File: config.mk
export PLATFORM = sky130hd
export DESIGN_NAME = sign_ext
export DESIGN_NICKNAME = d
export VERILOG_FILES = /design/src/rtl/sign_ext.sv
export SDC_FILE = /design/constraint.sdc
export NUM_CORES = 1
export LEC_CHECK = 0
export ABC_CLOCK_PERIOD_IN_PS = 1600
export BUFFER_PORTS_ARGS = -buffer_cell sky130_fd_sc_hd__buf_2
export CORE_UTILIZATION = 30
export CTS_BUF_LIST = sky130_fd_sc_hd__clkbuf_8 sky130_fd_sc_hd__clkbuf_16
export DETAILED_ROUTE_END_ITERATION = 10
export HOLD_SLACK_MARGIN = 0.03
export PLACE_DENSITY = 0.69
export SETUP_SLACK_MARGIN = 0.15
export SYNTH_ARGS = -nofsm -noshare
export SYNTH_HDL_FRONTEND = slang
export SYNTH_SLANG_ARGS = --single-unit
export TNS_END_PERCENT = 30
File: constraint.sdc
create_clock -name clk -period 1.6 [get_ports clk]
set_input_delay 0.4 -clock clk [delete_from_list [all_inputs] [get_ports clk]]
set_output_delay 0.4 -clock clk [all_outputs]
set_load 0.02 [all_outputs]
File: src/rtl/sign_ext.sv
// LEGv8 immediate generator: decodes the opcode and extends the immediate field to OUT_W bits, registered.
// Define SIGN_EXT_FULL_ISA_EN to add the B/BL, B.cond and ADDI/SUBI decodes.
module sign_ext #(
    parameter int unsigned OUT_W = 64
) (
    input  logic             clk,
    input  logic             rst_n,
    input  logic             in_valid,
    input  logic [31:0]      a,
    output logic             out_valid,
    output logic [OUT_W-1:0] y,
    output logic [2:0]       fmt,
    output logic             illegal
);

    localparam int unsigned FMT_W   = 3;
    localparam int unsigned D_W     = 9;
    localparam int unsigned CB_W    = 19;
    localparam int unsigned B_W     = 26;
    localparam int unsigned I_W     = 12;

    typedef enum logic [FMT_W-1:0] {
        FMT_NONE  = 3'd0,
        FMT_D     = 3'd1,
        FMT_CB    = 3'd2,
        FMT_B     = 3'd3,
        FMT_BCOND = 3'd4,
        FMT_I     = 3'd5
    } fmt_e;

    localparam logic [10:0] OP_LDUR  = 11'b11111000010;
    localparam logic [10:0] OP_STUR  = 11'b11111000000;
    localparam logic [7:0]  OP_CBZ   = 8'b10110100;
    localparam logic [7:0]  OP_CBNZ  = 8'b10110101;
`ifdef SIGN_EXT_FULL_ISA_EN
    localparam logic [5:0]  OP_B     = 6'b000101;
    localparam logic [5:0]  OP_BL    = 6'b100101;
    localparam logic [7:0]  OP_BCOND = 8'b01010100;
    localparam logic [9:0]  OP_ADDI  = 10'b1001000100;
    localparam logic [9:0]  OP_SUBI  = 10'b1101000100;
`endif

    if (OUT_W < 32 || OUT_W > 64) begin : g_bad_out_w
        $error("sign_ext: OUT_W must be in 32..64");
    end

    logic             out_valid_q;
    logic [OUT_W-1:0] y_q,       y_d;
    fmt_e             fmt_q,     fmt_d;
    logic             illegal_q, illegal_d;

    // Low bits only matter to B/BL in the full decode; fold them so they never appear dangling.
    logic unused_low_bits_c;
    assign unused_low_bits_c = ^a[4:0];

    // Opcode decode and immediate extension; opcode patterns are mutually exclusive.
    always_comb begin
        y_d       = '0;
        fmt_d     = FMT_NONE;
        illegal_d = 1'b1;
        if (a[31:21] == OP_LDUR || a[31:21] == OP_STUR) begin
            y_d       = {{(OUT_W-D_W){a[20]}}, a[20:12]};
            fmt_d     = FMT_D;
            illegal_d = 1'b0;
        end else if (a[31:24] == OP_CBZ || a[31:24] == OP_CBNZ) begin
            y_d       = {{(OUT_W-CB_W){a[23]}}, a[23:5]};
            fmt_d     = FMT_CB;
            illegal_d = 1'b0;
        end
`ifdef SIGN_EXT_FULL_ISA_EN
        else if (a[31:26] == OP_B || a[31:26] == OP_BL) begin
            y_d       = {{(OUT_W-B_W){a[25]}}, a[25:0]};
            fmt_d     = FMT_B;
            illegal_d = 1'b0;
        end else if (a[31:24] == OP_BCOND) begin
            y_d       = {{(OUT_W-CB_W){a[23]}}, a[23:5]};
            fmt_d     = FMT_BCOND;
            illegal_d = 1'b0;
        end else if (a[31:22] == OP_ADDI || a[31:22] == OP_SUBI) begin
            y_d       = {{(OUT_W-I_W){1'b0}}, a[21:10]};
            fmt_d     = FMT_I;
            illegal_d = 1'b0;
        end
`endif
    end

    // Result register: loads on every accepted instruction, holds otherwise.
    always_ff @(posedge clk or negedge rst_n) begin
        if (!rst_n) begin
            out_valid_q <= 1'b0;
            y_q         <= '0;
            fmt_q       <= FMT_NONE;
            illegal_q   <= 1'b0;
        end else begin
            out_valid_q <= in_valid;
            if (in_valid) begin
                y_q       <= y_d;
                fmt_q     <= fmt_d;
                illegal_q <= illegal_d;
            end
        end
    end

    assign out_valid = out_valid_q;
    assign y         = y_q;
    assign fmt       = fmt_q;
    assign illegal   = illegal_q;

endmodule

# After elaboration in Yosys (flattened, before gate mapping)
# Cells that the tools add are included.
# W data, S select, Z words.
# totals
output_inout_bits,69
ff_bits,69
inputBits,35
word_cells,16
# op_classes
mux,6
n_eq_ne,4
n_reduce_logical,2
# ops
cell,n
$mux W64,2
$eq A11 B11 Y1 const B,2
$eq A8 B8 Y1 const B,2
$mux W2,2
$logic_or A1 B1 Y1,2
$mux W1,2

# Depth between registers and ports, before layout
# Gate-level depths: netlist of the first run.
# logic_depth
depth_word,4
mapped_depth,5
ltp_nobuf,3

# Worst setup path after synthesis of the first run
# Ideal clock, no wire load.
# synth_path
path_kind,reg2out
start,"register, netlist name y[62]"
end,output y[19]
slack_ps,-190
path_stages_with_launch,2
arrival_ps,1390
required_ps,1200
n_path_buf,1
path_cell_list,dfrtp_1 buf_4
# synth_lines
item,line,text
to (decl),11,"output logic [OUT_W-1:0] y,"

==> impl_metrics.tcl, run 1 <==
set metrics [dict create \
    status "finished, violations left" \
    violations "design-rule violations" \
    fin_cells 258 \
    cp.required_ns 1.20 \
    pwr-share-comb_pct 29.3 \
    drc 6 \
    grt_use_met2_pct 20.9 \
    antenna_cells 0 \
    grt_pass1_vias 1003 \
    clk_latency_ns 0.26 \
    fin_crit_ns 1.48 \
    synthesis.area_sq_um 1410 \
    antenna_left 0 \
    p_int_w 0.000916 \
    cap_violations 0 \
    dr.pass1.iters 7 \
    final_nets 242 \
    grt_pass1_wl_um 4930 \
    wl_per_cell_um 12.9 \
    fin_skew_ns 0 \
    rsz0062_at_grt "yes" \
    synth.area.top_cells "dfrtp_1 41%, buf_4 25%, nand4_1 4.4%" \
    dp_worst_setup_slack_ns 0.0802 \
    cp-start-kind "register" \
    placed_cell_area_sq_um 1620 \
    hold_violations 0 \
    grt_overflow 0 \
    cts_tree "built" \
    drt_iter0_drc 64 \
    drv_slew 0 \
    critical_path.endpoint_type "primary output" \
    drt_wl_total_um 3340 \
    die-area_sq_um 4980 \
    fin_area_sq_um 1740 \
    gp_congestion 0.832 \
    yosysSeqAreaShare_pct 40.8 \
    area_growth_pct 23.5 \
    viasPerCell 4.44 \
    vias 1146 \
    cts_buffers 3 \
    syn-num-nets 183 \
    seqPwrFrac_pct 45.3 \
    cts-root-buf "clkbuf_8" \
    synth-seq-cells 23 \
    hp-class "in2async" \
    htree_num_levels 1 \
    syn_inst 148 \
    yosysTopAreaCell "dfrtp_1" \
    sw_frac_of_total_pct 32.5 \
    switchingPower_w 0.000441 \
    clk_pin_slew_ns 0.07 \
    die_height_um 70.6 \
    post-dp-hpwl_um 2540 \
    fin_crit_sh_pct 92.7 \
    power.density_nw_per_um2 779 \
    crit_fanout 23 \
    antenna_found_initial 0 \
    groute.usage.overall_pct 12.5 \
    final_common_cell "buf_2" \
    rows 24 \
    portBuffers 97 \
    avgSynthCellArea_sq_um 9.53 \
    die_w_um 70.6 \
    power_frac_clock_pct 25.4 \
    cts_buffer_depth 2 \
    setup_violations 0 \
    dpl.cell_count 251 \
    yosys_warnings 0 \
    final_cell_mix "85 x buf_2, 22 x dfrtp_1, 19 x buf_4" \
    postCtsHoldBufs 0 \
    synth_cell_types 25 \
    cp.arrival_ns 1.08 \
    pin_count 104 \
    leakage_nw 0.980 \
    drive_gt1_share_pct 55.8 \
    ir_worst_vdd_v 0.000363 \
    use_met1_pct 16.4 \
    busiest_layer "met2" \
    fin_setup_tns_ns 0 \
    synth_top_area_share_pct 40.8 \
    clkSinkCount 23 \
    fmax_mhz 674 \
    setup_slack_ns 0.117 \
    grt_util_met3_pct 3.28 \
    initial_core_util_pct 31.7 \
    critPathKind "reg2out" \
    grt_max_degree 48 \
    core_sq_um 4440 \
]
==> power groups by stage <==
| stage | clock network, W | registers [W] | logic [W] |
|---|---|---|---|
| CTS | 0.000358 | 0.000627 | 0.000357 |
| floorplan | 0 | 0.000664 | 0.000278 |
| global placement | 0 | 0.000635 | 0.000354 |
| global route | 0.000390 | 0.000616 | 0.000425 |
| finish | 0.000345 | 0.000614 | 0.000398 |
| detailed placement | 0 | 0.000638 | 0.000357 |
==> metrics by stage <==
stage               util [%]  hold slack [ns]  power, W
finish                  39.2           0.0938   0.00136
global route            39.2            0.141   0.00143
CTS                     37.6            0.122   0.00134
detailed placement      36.5            0.411  0.000994
global placement        36.5            0.403  0.000989
floorplan                  -            0.104  0.000942
==> registers in the layout, summed over array words and instances, names as in the netlist <==
| signal | flops |
|---|---|
| y | 19 |
| fmt | 2 |
| illegal | 1 |
| out_valid | 1 |
==> cell families after synthesis <==
logic type      share of synthesized area [%]
simple gates                             13.8
buf+inv                                  30.5
flops                                    40.8
compound gates                           14.6
other cells                             0.266
==> worst paths after layout <==
path	start	endpoint	slack (ns)	cells after the start
max in group asynchronous	rst_n	y[62]	1.13	1
max reg2reg	y[62]	y[62]	0.70	3
max	y[62]	y[60]	0.12	2
min	rst_n	out_valid	0.09	1
min reg2reg	fmt[0]	fmt[0]	0.48	1
min in group clk	a[12]	y[0]	0.38	3
==> routing by layer <==
layer	up-vias	part of all wire (%)
li1	583	-
met1	528	44
met2	33	51
met3	2	4.1
met4	0	0.81
met5	-	0
==> synth_stat cells <==
library cell,count
nand4_4,1
buf_2,2
a21oi_1,10
buf_6,2
nand2_1,1
and4b_1,1
and3_4,1
nand4_1,10
a221o_1,1
a41oi_2,1
clkbuf_1,2
and4bb_2,1
nor2b_1,1
a21o_1,1
inv_1,10
dfrtp_1,23
conb_1,1
buf_4,47
o21ai_1,9
o211a_1,1
a32oi_1,7
and4_1,1
a31oi_1,1
nor2_1,12
and4bb_1,1
==> critical path, stage by stage, from the launching register on <==
cell,delay (ns)
dfrtp_4,0.51
buf_12,0.16
buf_2,0.16
==> final cells by class <==
class                      count  area (sq um)
clock inverter                 1          3.75
fill                         460          2700
tap                           52          65.1
clock buffer                   3          41.3
sequential                    23           579
inverter                      10          37.5
timing repair buffer         107           611
multi-input combinational     62           404
==> what timing repair did <==
item / in CTS / in global routing
resized for setup: 1 / 17
setup buffers: 0 / 3
endpoints found under the setup margin: 46 / 46
Note: power is estimated with default switching activity, not from simulation.
==> run 2: changes to the inputs <==
==> constraint.sdc (replaced) <==
create_clock -name clk -period 1.6 [get_ports clk]
set_input_delay 0.16 -clock clk [delete_from_list [all_inputs] [get_ports clk]]
set_output_delay 0.16 -clock clk [all_outputs]
set_load 0.02 [all_outputs]
==> run 2 against run 1 <==
Worst hold slack better by 0.032 ns. Largest cell class is now registers. Critical path type unchanged. The run still ends with design-rule violations left. Non-clock buffer count down 6. Count of clock-buffer cells in the layout unchanged. Global-route usage about the same.
==> impl_metrics.tcl, run 2 (synthesis gave the netlist of run 1 again) <==
set metrics [dict create \
    power_frac_clock_pct 27.3 \
    pwr-share-comb_pct 26.0 \
    htree_num_levels 1 \
    min_path_cells 3 \
    area_growth_pct 17.0 \
    final_common_cell "buf_2" \
    worstReg2RegEnd "y[62]" \
    violations "design-rule violations" \
    grt_overflow 0 \
    drt_wl_total_um 3170 \
    final_cell_mix "97 x buf_2, 22 x dfrtp_1, 12 x nor2_1" \
    seq_area_sq_um 579 \
    crit_path_top_delay_cell "dfrtp_4" \
    antenna_left 0 \
    setup_violations 0 \
    initial_core_util_pct 31.7 \
    cap_violations 0 \
    grt_pass1_vias 938 \
    drive_gt1_share_pct 54.5 \
    status "finished, violations left" \
    whs_ns 0.126 \
    cts_buffers 3 \
    vias 1128 \
    fin_crit_ns 1.29 \
    clk_latency_ns 0.27 \
    cp.arrival_ns 1.13 \
    path_buf_inv 1 \
    fin_setup_tns_ns 0 \
    seqPwrFrac_pct 46.7 \
    groute.usage.overall_pct 12.5 \
    tightest_slew_ns 0.548 \
    sw_frac_of_total_pct 33.6 \
    reg2reg_slack_ns 0.68 \
    drc 6 \
    clkSinkCount 23 \
    critPathKind "reg2out" \
    grt_pass1_wl_um 4790 \
    crit_fanout 47 \
    cts_buffer_depth 2 \
    slew_headroom_pct 63.4 \
    path_depth 1 \
    leakage_nw 0.934 \
    fin_cells 252 \
    fmax_mhz 775 \
    power.density_nw_per_um2 811 \
    clk_pin_slew_ns 0.08 \
    largest_reg_flops 19 \
    timing.rr.start "y[62]" \
    final_nets 236 \
    startpoint "y[62]" \
    viasPerCell 4.48 \
    fin_skew_ns 0 \
    drv_slew 0 \
    gp_congestion 0.807 \
    critical_path.endpoint_type "primary output" \
    cp.required_ns 1.44 \
    fin_crit_sh_pct 80.7 \
    r2r_cells 2 \
    drt_iter0_drc 96 \
    ir_worst_vdd_v 0.000316 \
    hold_violations 0 \
    dpl.cell_count 247 \
    critical-path-max-stage-delay_ns 0.62 \
    wl_per_cell_um 12.6 \
    antenna_found_initial 0 \
    rows 24 \
    rsz0062_at_grt "no" \
    hp-class "in2reg" \
    crit_family "flip-flops" \
    post-dp-hpwl_um 2440 \
    portBuffers 97 \
    pin_count 104 \
    final.fill_count 457 \
    crit_chain "buf_2" \
    cts-root-buf "clkbuf_8" \
    switchingPower_w 0.000450 \
    die-area_sq_um 4980 \
    die_height_um 70.6 \
    dr.pass1.iters 7 \
    grt_max_degree 48 \
    cp-start-kind "register" \
    cts_tree "built" \
    p_int_w 0.000889 \
    die_w_um 70.6 \
    antenna_cells 0 \
    multi_input_area_sq_um 404 \
    post-cts-setup-buffers 0 \
    core_sq_um 4440 \
    setup.worst_path.end "y[21]" \
]
-- run 2: changes by cell type in the layout (fill, tap and decap cells not counted) --
cell	previous run	this run
buf_4	19	3
buf_6	2	0
dlygate4sd3_1	0	1
clkinv_2	0	1
buf_2	85	97
buf_12	1	0
inv_1	11	10
-- run 2: per-layer routing --
layer	track usage (%)	vias to the layer above	wire, um
met2	19.3	32	1540
met1	17.1	523	1420
li1	-	569	-
met3	2.99	4	159
met4	5.11	0	48
met5	0	-	0
-- run 2: worst min-delay path by stage --
stage                     start        end  slack (ns)
after floorplan           rst_n     fmt[0]       -0.14
final                      a[6]       y[1]        0.13
after global placement    rst_n  out_valid        0.16
after global routing      a[15]       y[3]        0.12
after CTS                 a[13]       y[1]        0.12
after detailed placement  rst_n  out_valid        0.16
-- run 2: stage by stage --
stage	setup WS [ns]	cell area (sq um)	utilization (%)	power [W]
after floorplan	0.423	1410	-	0.000942
after global placement	0.202	1590	35.8	0.000982
after detailed placement	0.161	1590	35.8	0.000986
after CTS	0.179	1650	37.1	0.00135
after global routing	0.233	1650	37.1	0.00141
final	0.309	1650	37.1	0.00134
-- run 2: power by group through the flow --
| stage | clock network [W] | logic, W | registers (W) |
|---|---|---|---|
| finish | 0.000365 | 0.000348 | 0.000626 |
| global route | 0.000402 | 0.000373 | 0.000631 |
| CTS | 0.000377 | 0.000351 | 0.000626 |
| detailed placement | 0 | 0.000349 | 0.000637 |
| global placement | 0 | 0.000346 | 0.000636 |
| floorplan | 0 | 0.000278 | 0.000664 |
-- run 2: what timing repair did --
action	4_1_cts	5_1_grt
endpoints found under the setup margin	0	46
endpoints found under the hold margin	23	0
hold buffers	1	0
gates resized for setup	0	1
-- run 2: worst reg2reg max path, delay by kind of cell (launching register included) --
| kind | cells | cell delay, ns |
|---|---|---|
| AND/OR/NAND/NOR | 1 | 0.13 |
| AO/OA/AOI/OAI | 1 | 0.05 |
| flip-flops | 1 | 0.62 |
-- run 2: final cells by class --
type | instances | share of cell area, %
Clock buffer | 3 | 2.50
Clock inverter | 1 | 0.303
Tap cell | 52 | 3.94
Multi-Input combinational cell | 62 | 24.5
Inverter | 10 | 2.27
Timing Repair Buffer | 101 | 31.4
Sequential cell | 23 | 35.1
